File: src/rtl/gio_input_capture.sv
// -----------------------------------------------------------------------------
// gio_input_capture
//
// Conditions the raw GIO pins (paddle buttons/switches) before the CPU or the
// BRAM/MMIO mirror uses them. Each pin goes through three stages:
//   2-flop synchronizer -> per-bit debounce counter -> sticky rising-edge flag.
// The CPU reads {rise_flags, stable} through a one-cycle-latency read port.
// Every debounced state change is pushed to a fixed BRAM word through a
// req/ack write handshake.
//
// Ports:
//   clk           system clock
//   reset         asynchronous, active-high reset
//   GIO_pins      raw asynchronous pin inputs [WIDTH]
//   rd_en         CPU read strobe (one cycle)
//   rd_data       {rise_flags[7:0], stable[7:0]}, valid the cycle after rd_en
//   rd_valid      high for one cycle, the cycle after rd_en
//   wr_req        BRAM write request, held until acknowledged
//   wr_addr       BRAM word address (always MMIO_ADDR)
//   wr_data       {change_count[7:0], snapshot[7:0]}, frozen while wr_req=1
//   wr_ack        BRAM accepts the write when high together with wr_req
//   change_count  number of cycles with a debounced state change (wraps)
// -----------------------------------------------------------------------------
module gio_input_capture #(
    parameter int          WIDTH           = 8,
    parameter int          DEBOUNCE_CYCLES = 50000,
    parameter int          CNT_W           = 16,
    parameter logic [15:0] MMIO_ADDR       = 16'hFFF0
) (
    input  logic             clk,
    input  logic             reset,
    input  logic [WIDTH-1:0] GIO_pins,
    input  logic             rd_en,
    output logic [15:0]      rd_data,
    output logic             rd_valid,
    output logic             wr_req,
    output logic [15:0]      wr_addr,
    output logic [15:0]      wr_data,
    input  logic             wr_ack,
    output logic [7:0]       change_count
);

    localparam logic [CNT_W-1:0] CNT_MAX = CNT_W'(DEBOUNCE_CYCLES - 1);

    typedef enum logic {
        IDLE,
        REQ
    } state_t;

    state_t           state;
    logic             pending;

    logic [WIDTH-1:0] sync1;
    logic [WIDTH-1:0] sync2;
    logic [WIDTH-1:0] stable;
    logic [WIDTH-1:0] rise_flags;
    logic [CNT_W-1:0] cnt     [WIDTH];
    logic [CNT_W-1:0] cnt_nxt [WIDTH];

    logic [WIDTH-1:0] update;
    logic [WIDTH-1:0] stable_nxt;
    logic [WIDTH-1:0] rise_set;
    logic             change_evt;
    logic [7:0]       count_nxt;

    // ---------------------------------------------------------------------
    // Debounce decision. A bit updates only after its synchronized value has
    // disagreed with the stable value for DEBOUNCE_CYCLES consecutive cycles;
    // any return to agreement restarts the count.
    // ---------------------------------------------------------------------
    always_comb begin
        update = '0;
        for (int unsigned i = 0; i < WIDTH; i++) begin
            cnt_nxt[i] = '0;
            if (sync2[i] != stable[i]) begin
                if (cnt[i] == CNT_MAX) begin
                    update[i] = 1'b1;
                end else begin
                    cnt_nxt[i] = cnt[i] + CNT_W'(1);
                end
            end
        end
    end

    assign stable_nxt = stable ^ update;
    assign rise_set   = update & stable_nxt;
    // One count per cycle with any update, regardless of how many bits moved.
    assign change_evt = |update;
    assign count_nxt  = change_count + {7'd0, change_evt};

    // ---------------------------------------------------------------------
    // Synchronizer, debounce state, sticky rise flags, change counter.
    // ---------------------------------------------------------------------
    always_ff @(posedge clk or posedge reset) begin
        if (reset) begin
            sync1        <= '0;
            sync2        <= '0;
            stable       <= '0;
            rise_flags   <= '0;
            change_count <= '0;
            for (int unsigned i = 0; i < WIDTH; i++) begin
                cnt[i] <= '0;
            end
        end else begin
            sync1        <= GIO_pins;
            sync2        <= sync1;
            stable       <= stable_nxt;
            change_count <= count_nxt;
            // A read clears the flags, but a rise in the same cycle survives.
            rise_flags   <= (rd_en ? '0 : rise_flags) | rise_set;
            for (int unsigned i = 0; i < WIDTH; i++) begin
                cnt[i] <= cnt_nxt[i];
            end
        end
    end

    // ---------------------------------------------------------------------
    // CPU read port: one-cycle latency, data held between reads.
    // ---------------------------------------------------------------------
    always_ff @(posedge clk or posedge reset) begin
        if (reset) begin
            rd_data  <= '0;
            rd_valid <= 1'b0;
        end else begin
            rd_valid <= rd_en;
            if (rd_en) begin
                rd_data <= {8'(rise_flags), 8'(stable)};
            end
        end
    end

    // ---------------------------------------------------------------------
    // Write handshake FSM. The snapshot uses the post-update stable value and
    // post-increment count so the mirror matches what the registers hold
    // after the event edge. Events seen while a request is outstanding are
    // folded into a single follow-up write via pending.
    // ---------------------------------------------------------------------
    always_ff @(posedge clk or posedge reset) begin
        if (reset) begin
            state   <= IDLE;
            wr_req  <= 1'b0;
            wr_data <= '0;
            pending <= 1'b0;
        end else begin
            case (state)
                IDLE: begin
                    if (change_evt || pending) begin
                        state   <= REQ;
                        wr_req  <= 1'b1;
                        wr_data <= {count_nxt, 8'(stable_nxt)};
                        pending <= 1'b0;
                    end
                end
                REQ: begin
                    if (change_evt) begin
                        pending <= 1'b1;
                    end
                    if (wr_ack) begin
                        state  <= IDLE;
                        wr_req <= 1'b0;
                    end
                end
                default: begin
                    state  <= IDLE;
                    wr_req <= 1'b0;
                end
            endcase
        end
    end

    assign wr_addr = MMIO_ADDR;

endmodule

File: config.mk
export PLATFORM = sky130hd
export DESIGN_NAME = gio_input_capture
export DESIGN_NICKNAME = d
export VERILOG_FILES = /design/src/rtl/gio_input_capture.sv
export SDC_FILE = /design/constraint.sdc
export NUM_CORES = 1
export LEC_CHECK = 0
export CAP_MARGIN = 10
export CORE_AREA = 2 2 182 202
export CTS_CLUSTER_DIAMETER = 120
export DETAILED_ROUTE_END_ITERATION = 6
export DIE_AREA = 0 0 184 204
export PLACE_DENSITY = 0.49
export SYNTH_ARGS = -nofsm -noshare
export SYNTH_HDL_FRONTEND = slang
export SYNTH_SLANG_ARGS = --single-unit
File: constraint.sdc
create_clock -name clk -period 8.15 [get_ports clk]
set_clock_uncertainty 0.1 [all_clocks]
set_input_delay 0.815 -clock clk [delete_from_list [all_inputs] [get_ports clk]]
set_output_delay 0.815 -clock clk [all_outputs]
set_load 0.02 [all_outputs]
==> impl_metrics.tcl, run 1 <==
set metrics [dict create \
    hold_buffers 0 \
    busiest_layer "met2" \
    fin_crit_sh 0.403 \
    min_path_type "register to register" \
    setup_tns_ns 0 \
    clockRootBuffer "clkbuf_16" \
    start_util 0.255 \
    critPathLaunch "cnt[108]" \
    min_from "sync1[0]" \
    diodes 0 \
    wl_per_cell_um 13.7 \
    netlist_area_um2 9090 \
    insertion_delay_ns 0.50 \
    dpl_worst_slack_ns 4.83 \
    ioPinCount 70 \
    drt_iter0_markers 331 \
    synthTopCellsByArea "dfrtp_1 56%, xor2_1 6.1%, xnor2_1 5.8%" \
    grtUsageTotal 0.101 \
    rsz0062_at_grt "no" \
    yosysSeqAreaShare 0.562 \
    slew_headroom 0.374 \
    cpMaxStageDelayCell "or4bb_2" \
    peakVddDrop_mv 0.148 \
    hold_violations 0 \
    dpl.hpwl_mm 12.5 \
    wl_mm 18.6 \
    tightest_slew_ns 0.938 \
    ctsLongestPathBuffers 3 \
    antenna_found_initial 0 \
    synth-edff-count 0 \
    synthArstFlopShare 1.00 \
    post-synth-top-count-cell "dfrtp_1" \
    yosysUniqueCellTypes 41 \
    die_h_um 204 \
    worst_r2r_startpoint "cnt[108]" \
    grt_pass1_vias 5982 \
    syn_to_final_growth_pct 18.0 \
    ys_top_cells_by_count "204 x dfrtp_1, 138 x nor2_1, 63 x xor2_1" \
    synthDominantCellAreaShare 0.562 \
    fp.dieW_um 184 \
    numCtsBuffers 23 \
    finalSetupViolations 0 \
    cts_max_level 1 \
    critical_path.cell_chain "or4bb_2 > or4_2 > o22ai_1 > or4_1 > ha_1 > nand4_1 > nor2_1 > nand2_1 > xnor2_1 > mux2_2" \
    worstPathMaxFanout 5 \
    drc_errors 0 \
    cap_violations 0 \
    post_cts_buffers 0 \
    grt_max_degree 133 \
    drt.antenna.violating_nets 0 \
    crit_path_max_incr_delay_ns 0.66 \
    worst_slack_ns 4.86 \
    drive_above_1_share 0.0829 \
    hold_ws_ns 0.247 \
    row_count 73 \
    first_pass_iters 4 \
    syn_avg_cell_area_um2 10.9 \
    grt_overflow_total 0 \
    leakage_nw 4.66 \
    use_met3 0.0160 \
    crit_family "simple AND/OR/NAND/NOR gates" \
    clock_sink_count 204 \
    core_area_um2 35600 \
    grt_pass1_wl_mm 31.0 \
    postLayoutCoreUtil 0.301 \
    portBuffers 53 \
    use_met1 0.137 \
    cts-resized-gates 0 \
    clkTransAtPathRegs_ns 0.06 \
    cp.required_ns 8.44 \
    layout_min_cycle_time_ns 3.29 \
    avgViaCountPerCell 4.36 \
    yosysTopAreaCell "dfrtp_1" \
    fmaxAchievable_mhz 304 \
    final_area_um2 10700 \
    path_class "register to register" \
    crit_path_end_kind "register" \
    nets 915 \
    cts_tree "built" \
    synthCells 834 \
    vias 5914 \
    cp_num_buf_inv 0 \
    synth_ff_type "dfrtp_1" \
    ys_seq_elements 204 \
    drv_slew 0 \
    grtUsageMet2 0.167 \
    place_congestion 0.762 \
    status "completed" \
    arrival_ns 3.57 \
    place_area_um2 10100 \
    cp-start-kind "register" \
    die-area_um2 37500 \
    p_per_area_nw_per_um2 191 \
    ys_warn_count 0 \
]
## cell type report
class | count | area [um2]
clock buffer | 33 | 653
clock inverter | 4 | 20.0
fill | 3636 | 24900
inverter | 33 | 131
multi-input combinational | 576 | 3710
sequential | 204 | 5100
tap | 450 | 563
timing repair buffer | 55 | 546
## worst reg2reg max path: cells and delay by family (launching register included)
kind	cells	cell delay, ns
simple gates	6	1.86
xor+xnor	1	0.14
fa+ha+maj	1	0.20
compound gates	1	0.19
flops	1	0.42
mux	1	0.27
## cell usage in the layout, fill, tap and decap left out, types with 14 or more instances in the layout
master,instances
and3_1,26
clkbuf_16,23
clkdlybuf4s50_1,53
conb_1,16
dfrtp_1,204
inv_1,32
mux2_2,32
nand2_1,53
nand3_1,39
nand4_1,26
nor2_1,138
o21ai_0,14
xnor2_1,60
xor2_1,63
## path summary, 6_finish.rpt
path	end	slack (ns)	cells past startpoint
setup / recovery	wr_data[15]	4.86	10
hold / removal	sync2[0]	0.25	0
setup reg to reg	wr_data[15]	4.86	10
hold reg to reg	sync2[0]	0.25	0
max in group asynchronous	cnt[50]	5.62	3
min in group asynchronous	rd_data[15]	0.81	2
## registers in the layout, indices dropped and copies added (netlist names), 8 cells and up
register	cells
change_count	8
cnt	128
rd_data	16
rise_flags	8
stable	8
sync1	8
sync2	8
wr_data	16
## per-layer routing
layer  wire length, um  part of all wire  vias to the layer above
met4               310             0.017                        0
met1              8900              0.48                     2902
met5                 0                 0                        -
met2              8750              0.47                       73
li1                  -                 -                     2918
met3               650             0.035                       21
## report_power, final
group / switching [W] / leakage [nW] / internal (W) / total [W]
sequential: 0.0000105 / 2.79 / 0.00103 / 0.00104
clock: 0.000390 / 0.335 / 0.000550 / 0.000940
combinational: 0.0000515 / 1.53 / 0.0000194 / 0.0000710
total: 0.000452 / 4.66 / 0.00160 / 0.00205
## metrics by stage
stage	cells	power [W]
floorplan	848	0.00111
global placement	1318	0.00113
detailed placement	1318	0.00113
CTS	1355	0.00209
global route	1355	0.00215
finish	1355	0.00205
## kinds of logic (layout without fill, tap and decap cells)
| family | after synthesis | after routing | synth area share |
|---|---|---|---|
| buffers and inverters | 68 | 125 | 0.0358 |
| AND/OR/NAND/NOR | 357 | 357 | 0.202 |
| multiplexers | 33 | 33 | 0.0407 |
| AO/OA/AOI/OAI | 37 | 37 | 0.0270 |
| adder cells (fa/ha/maj) | 10 | 10 | 0.0138 |
| XOR/XNOR | 123 | 123 | 0.118 |
| flip-flops | 204 | 204 | 0.562 |
| other | 2 | 16 | 0.000826 |
Power figures use the tool's default switching activity.
==> run 2: changes to the inputs <==
==> constraint.sdc (replaced) <==
create_clock -name clk -period 3.06 [get_ports clk]
set_clock_uncertainty 0.1 [all_clocks]
set_input_delay 0.306 -clock clk [delete_from_list [all_inputs] [get_ports clk]]
set_output_delay 0.306 -clock clk [all_outputs]
set_load 0.02 [all_outputs]
==> run 2 against run 1 <==
  * Sequential cell count unchanged
  * Total power grew to 2.8 times the previous value
  * First-iteration DRC count is 16% lower
  * Non-clock buffer count is 33 higher
  * Sequential power rose to 2.7 times the previous value
  * Global-route usage increased by 0.41 points
  * Clock-buffer cell count fell by 1
  * Final cell count grew 2.7%
  * Routed wire length is 3.7% higher
  * Largest cell class unchanged
  * Largest power group is now clock
  * Highest routed layer unchanged
==> impl_metrics.tcl, run 2 (synthesized netlist as in run 1, its figures left out) <==
set metrics [dict create \
    status "completed" \
    insertion_delay_ns 0.53 \
    min_path_type "input port to register" \
    post_cts_buffers 0 \
    arrival_ns 3.21 \
    drv_slew 0 \
    peakVddDrop_mv 0.311 \
    p_per_area_nw_per_um2 520 \
    avgViaCountPerCell 4.37 \
    cap_violations 0 \
    path_class "register to register" \
    wl_mm 19.3 \
    grtUsageTotal 0.105 \
    core_area_um2 35600 \
    cp-start-kind "register" \
    drive_above_1_share 0.126 \
    finalSetupViolations 0 \
    antenna_found_initial 0 \
    final_cell_mix "204 x dfrtp_1, 137 x nor2_1, 63 x xor2_1" \
    final_common_cell "dfrtp_1" \
    leakage_nw 4.88 \
    setup_tns_ns 0 \
    row_count 73 \
    wl_per_cell_um 13.9 \
    nets 949 \
    clock_sink_count 204 \
    drt_iter0_markers 277 \
    place_congestion 0.743 \
    worst_slack_ns 0.155 \
    fp.dieW_um 184 \
    numCtsBuffers 24 \
    combPwrFrac 0.037 \
    dpl.hpwl_mm 13.2 \
    crit_path_end_kind "register" \
    diodes 0 \
    switching_power_w 0.00130 \
    vias 6079 \
    reg_top3 "cnt: 128 flops, rd_data: 16 flops, wr_data: 16 flops" \
    grt_max_degree 59 \
    fmaxAchievable_mhz 344 \
    grt_pass1_wl_mm 32.2 \
    hold_path_end "sync1[3]" \
    drc_errors 0 \
    die_h_um 204 \
    worstReg2RegEnd "wr_data[15]" \
    dpl_worst_slack_ns -0.169 \
    grt_pass1_vias 6150 \
    die-area_um2 37500 \
    layout_min_cycle_time_ns 2.90 \
    min_from "GIO_pins[3]" \
    internal-power_w 0.00451 \
    worstPathMaxFanout 3 \
    hold_violations 0 \
    power_frac_clock 0.488 \
    rsz0062_at_grt "no" \
    ioPinCount 70 \
    swShare 0.224 \
    cp.required_ns 3.37 \
    cts_max_level 1 \
    cts_tree "built" \
    r2r_cells 10 \
    power_frac_seq 0.476 \
    grt_overflow_total 0 \
    ctsLongestPathBuffers 3 \
    fin_crit_sh 0.949 \
    syn_to_final_growth_pct 22.9 \
    hold_depth 1 \
    clockRootBuffer "clkbuf_16" \
    slew_headroom 0.542 \
    first_pass_iters 4 \
    clkTransAtPathRegs_ns 0.06 \
    tightest_slew_ns 0.685 \
    portBuffers 53 \
    largest_reg_flops 128 \
    drt.antenna.violating_nets 0 \
    largest_register "cnt" \
    worst_r2r_startpoint "cnt[108]" \
    start_util 0.255 \
    reg2reg_setup_slack_ns 0.16 \
]
==> run 2: cell types whose count changed in the layout (fill, tap and decap cells not counted), sizes merged <==
cell / before / now
clkinvlp: 0 / 3
clkinv: 4 / 5
clkbuf: 33 / 32
buf: 2 / 35
bufinv: 0 / 2
inv: 33 / 32
==> run 2: area by class of cell <==
type	count	area [um2]
Inverter	33	128
Clock buffer	32	671
Multi-Input combinational cell	576	3750
Timing Repair Buffer	88	843
Clock inverter	9	111
Tap cell	450	563
Fill cell	3666	24400
Sequential cell	204	5100
==> run 2: routing by layer <==
layer | vias up | wire length, um | GRT usage
li1 | 2980 | - | -
met1 | 2981 | 9120 | 0.143
met2 | 91 | 9140 | 0.175
met3 | 27 | 708 | 0.0155
met4 | 0 | 335 | 0.0274
met5 | - | 0 | 0
==> run 2: repair_timing <==
item | 4_1_cts | 5_1_grt
hold endpoints to repair | 0 | 0
endpoints found under the setup margin | 3 | 1
hold buffers | 0 | 0
pin swaps | 3 | 4
gates resized for setup | 6 | 3
==> run 2: through the flow <==
| stage | utilization | hold WS, ns | power [W] | cell area, um2 | std cells |
|---|---|---|---|---|---|
| after floorplan | - | 0.231 | 0.00296 | 9150 | 848 |
| after global placement | 0.291 | 0.235 | 0.00303 | 10400 | 1351 |
| after detailed placement | 0.291 | 0.236 | 0.00303 | 10400 | 1351 |
| after CTS | 0.313 | 0.110 | 0.00591 | 11200 | 1392 |
| after global routing | 0.314 | 0.112 | 0.00607 | 11200 | 1392 |
| final | 0.314 | 0.129 | 0.00581 | 11200 | 1392 |
==> run 2: power by group through the flow <==
| stage | Combinational, W | Sequential (W) | Clock [W] |
|---|---|---|---|
| after floorplan | 0.000151 | 0.00281 | 0 |
| after global placement | 0.000219 | 0.00281 | 0 |
| after detailed placement | 0.000220 | 0.00281 | 0 |
| after CTS | 0.000222 | 0.00276 | 0.00292 |
| after global routing | 0.000246 | 0.00276 | 0.00306 |
| final | 0.000213 | 0.00276 | 0.00283 |
==> run 2: worst max-delay path by stage <==
stage                     startpoint              end  slack (ns)  cells past startpoint
after floorplan                reset  change_count[0]        0.01                      1
after global placement      cnt[100]      wr_data[15]       -0.16                     10
after detailed placement    cnt[100]      wr_data[15]       -0.17                     10
after CTS                   cnt[108]      wr_data[15]        0.06                     10
after global routing        cnt[108]      wr_data[15]        0.03                     10
final                       cnt[108]      wr_data[15]        0.16                     10
==> run 2: worst max-delay path: stages, from the launching register on <==
cell,delay [ns]
dfrtp_1,0.38
or4bb_4,0.54
or4_4,0.54
o22ai_4,0.16
or4_4,0.17
ha_4,0.13
nand4_1,0.12
nor2_2,0.17
nand2_1,0.08
xnor2_1,0.14
mux2_2,0.26
==> run 3: changes to the inputs <==
==> config.mk (replaced) <==
export PLATFORM = sky130hd
export DESIGN_NAME = gio_input_capture
export DESIGN_NICKNAME = d
export VERILOG_FILES = /design/src/rtl/gio_input_capture.sv
export SDC_FILE = /design/constraint.sdc
export NUM_CORES = 1
export LEC_CHECK = 0
export CORE_AREA = 2 2 157 175
export CTS_CLUSTER_DIAMETER = 200
export DETAILED_ROUTE_END_ITERATION = 6
export DIE_AREA = 0 0 159 177
export PLACE_DENSITY = 0.6
export SYNTH_ARGS = -nofsm -noshare
export SYNTH_HDL_FRONTEND = slang
export SYNTH_SLANG_ARGS = --single-unit
==> run 3 against run 2 <==
  * First-iteration DRC count rose by 20%
  * Critical path depth is the same
  * Combinational power down 5%
  * Largest power group is now sequential cells
  * Core utilization up 9.9 points
  * Register-to-register slack about the same
  * Highest routed layer unchanged
  * Design area down 2.1%
  * Sequential power barely moved
  * Sequential cell count unchanged
  * Clock-buffer cell count increased by 1
  * Fmax is essentially flat
  * Global-route usage grew 2.2 points
==> impl_metrics.tcl, run 3 (synthesized netlist as in run 1, its figures left out) <==
set metrics [dict create \
    cp.required_ns 3.34 \
    clkTransAtPathRegs_ns 0.06 \
    busiest_layer "met2" \
    wl_per_cell_um 13.6 \
    hold_violations 0 \
    p_per_area_nw_per_um2 514 \
    cts_max_level 1 \
    grtUsageMet2 0.208 \
    swShare 0.218 \
    peakVddDrop_mv 0.428 \
    wl_mm 17.6 \
    drv_slew 0 \
    first_pass_iters 4 \
    grt_pass1_wl_mm 29.8 \
    use_met1 0.177 \
    largest_reg_flops 128 \
    largest_register "cnt" \
    nets 943 \
    reg_top3 "cnt: 128 flops, rd_data: 16 flops, wr_data: 16 flops" \
    core_area_um2 26500 \
    internal-power_w 0.00439 \
    cts_tree "built" \
    grt_overflow_total 0 \
    avgViaCountPerCell 4.65 \
    slew_headroom 0.584 \
    grt_max_degree 73 \
    row_count 63 \
    fp.dieW_um 159 \
    fin_crit_sh 0.948 \
    worstPathMaxFanout 3 \
    final_common_cell "dfrtp_1" \
    power_frac_seq 0.492 \
    drt_iter0_markers 333 \
    antenna_found_initial 0 \
    dpl_worst_slack_ns -0.0553 \
    cap_violations 0 \
    path_class "register to register" \
    crit_path_end_kind "register" \
    arrival_ns 3.18 \
    rsz0062_at_grt "no" \
    min_path_type "input port to asynchronous set/reset pin" \
    hold_buffers 0 \
    drt.antenna.violating_nets 0 \
    status "completed" \
    syn_to_final_growth_pct 20.3 \
    layout_min_cycle_time_ns 2.90 \
    dpl.hpwl_mm 12.0 \
    use_met3 0.0197 \
    worst_slack_ns 0.158 \
    ctsLongestPathBuffers 3 \
    tightest_slew_ns 0.625 \
    final_cell_mix "204 x dfrtp_1, 138 x nor2_1, 63 x xor2_1" \
    clock_sink_count 204 \
    die-area_um2 28100 \
    fmaxAchievable_mhz 345 \
    ioPinCount 70 \
    place_congestion 0.810 \
    leakage_nw 4.83 \
    combPwrFrac 0.036 \
    power_frac_clock 0.472 \
    drc_errors 0 \
    switching_power_w 0.00123 \
    finalSetupViolations 0 \
    insertion_delay_ns 0.50 \
    drive_above_1_share 0.118 \
    portBuffers 53 \
    start_util 0.343 \
    vias 6018 \
    p_total_w 0.00562 \
    grt_pass1_vias 5962 \
    diodes 0 \
    clockRootBuffer "clkbuf_16" \
    fillerInstances 2551 \
    numCtsBuffers 23 \
    die_h_um 177 \
    grtUsageTotal 0.127 \
    cp-start-kind "register" \
]
## run 3: cell type report
class / instances / area (um2) / share of cell area
multi-input combinational: 576 / 3730 / 0.341
inverter: 33 / 128 / 0.0117
timing repair buffer: 83 / 793 / 0.0725
clock inverter: 7 / 70.1 / 0.00641
sequential: 204 / 5100 / 0.467
tap: 357 / 447 / 0.0408
clock buffer: 33 / 663 / 0.0606
## run 3: metrics by stage
stage | util | std cells | hold WS [ns] | setup TNS (ns) | cell area, um2
2_1_floorplan | - | 848 | 0.231 | 0 | 9150
3_3_place_gp | 0.384 | 1252 | 0.232 | -0.0406 | 10200
4_1_cts | 0.413 | 1293 | 0.0999 | 0 | 10900
5_1_grt | 0.413 | 1293 | 0.125 | 0 | 10900
6_report | 0.413 | 1293 | 0.104 | 0 | 10900
3_5_place_dp | 0.384 | 1252 | 0.237 | -0.0736 | 10200
## run 3: power groups by stage
stage	Combinational [W]	Clock (W)	Sequential, W
4_1_cts	0.000210	0.00274	0.00276
3_5_place_dp	0.000209	0	0.00281
3_3_place_gp	0.000208	0	0.00281
2_1_floorplan	0.000151	0	0.00281
5_1_grt	0.000234	0.00286	0.00277
6_report	0.000202	0.00265	0.00276
## run 3: path summary, 6_finish.rpt
path                       slack [ns]           to        start  cells after the start
min in group clk                 0.15     sync1[5]  GIO_pins[5]                      1
max                              0.16  wr_data[15]     cnt[100]                     10
min reg2reg                      0.25     sync2[5]     sync1[5]                      0
max in group asynchronous        2.04  wr_data[14]        reset                      3
max reg2reg                      0.16  wr_data[15]     cnt[100]                     10
min                              0.10  rd_data[15]        reset                      2
## run 3: routing by layer
layer / vias up / routed length (um)
met5: - / 0
met3: 20 / 634
met2: 91 / 8230
met4: 0 / 255
met1: 2939 / 8450
li1: 2968 / -
## run 3: critical path, cell delays in order, from the launching register on
cell and delay, ns:
dfrtp_1 0.40, or4b_4 0.54, or4_4 0.52, o22ai_2 0.16
or4_4 0.16, ha_1 0.15, nand4_1 0.11, nor2_1 0.16
nand2_1 0.08, xnor2_1 0.14, mux2_2 0.26
## run 3: timing repair
| item | CTS | global route |
|---|---|---|
| setup endpoints to repair | 2 | 3 |
| resized for setup | 2 | 2 |
| buffers inserted | 1 | 0 |
| cloned | 0 | 0 |
| pin swaps | 1 | 1 |
| endpoints found under the hold margin | 0 | 0 |
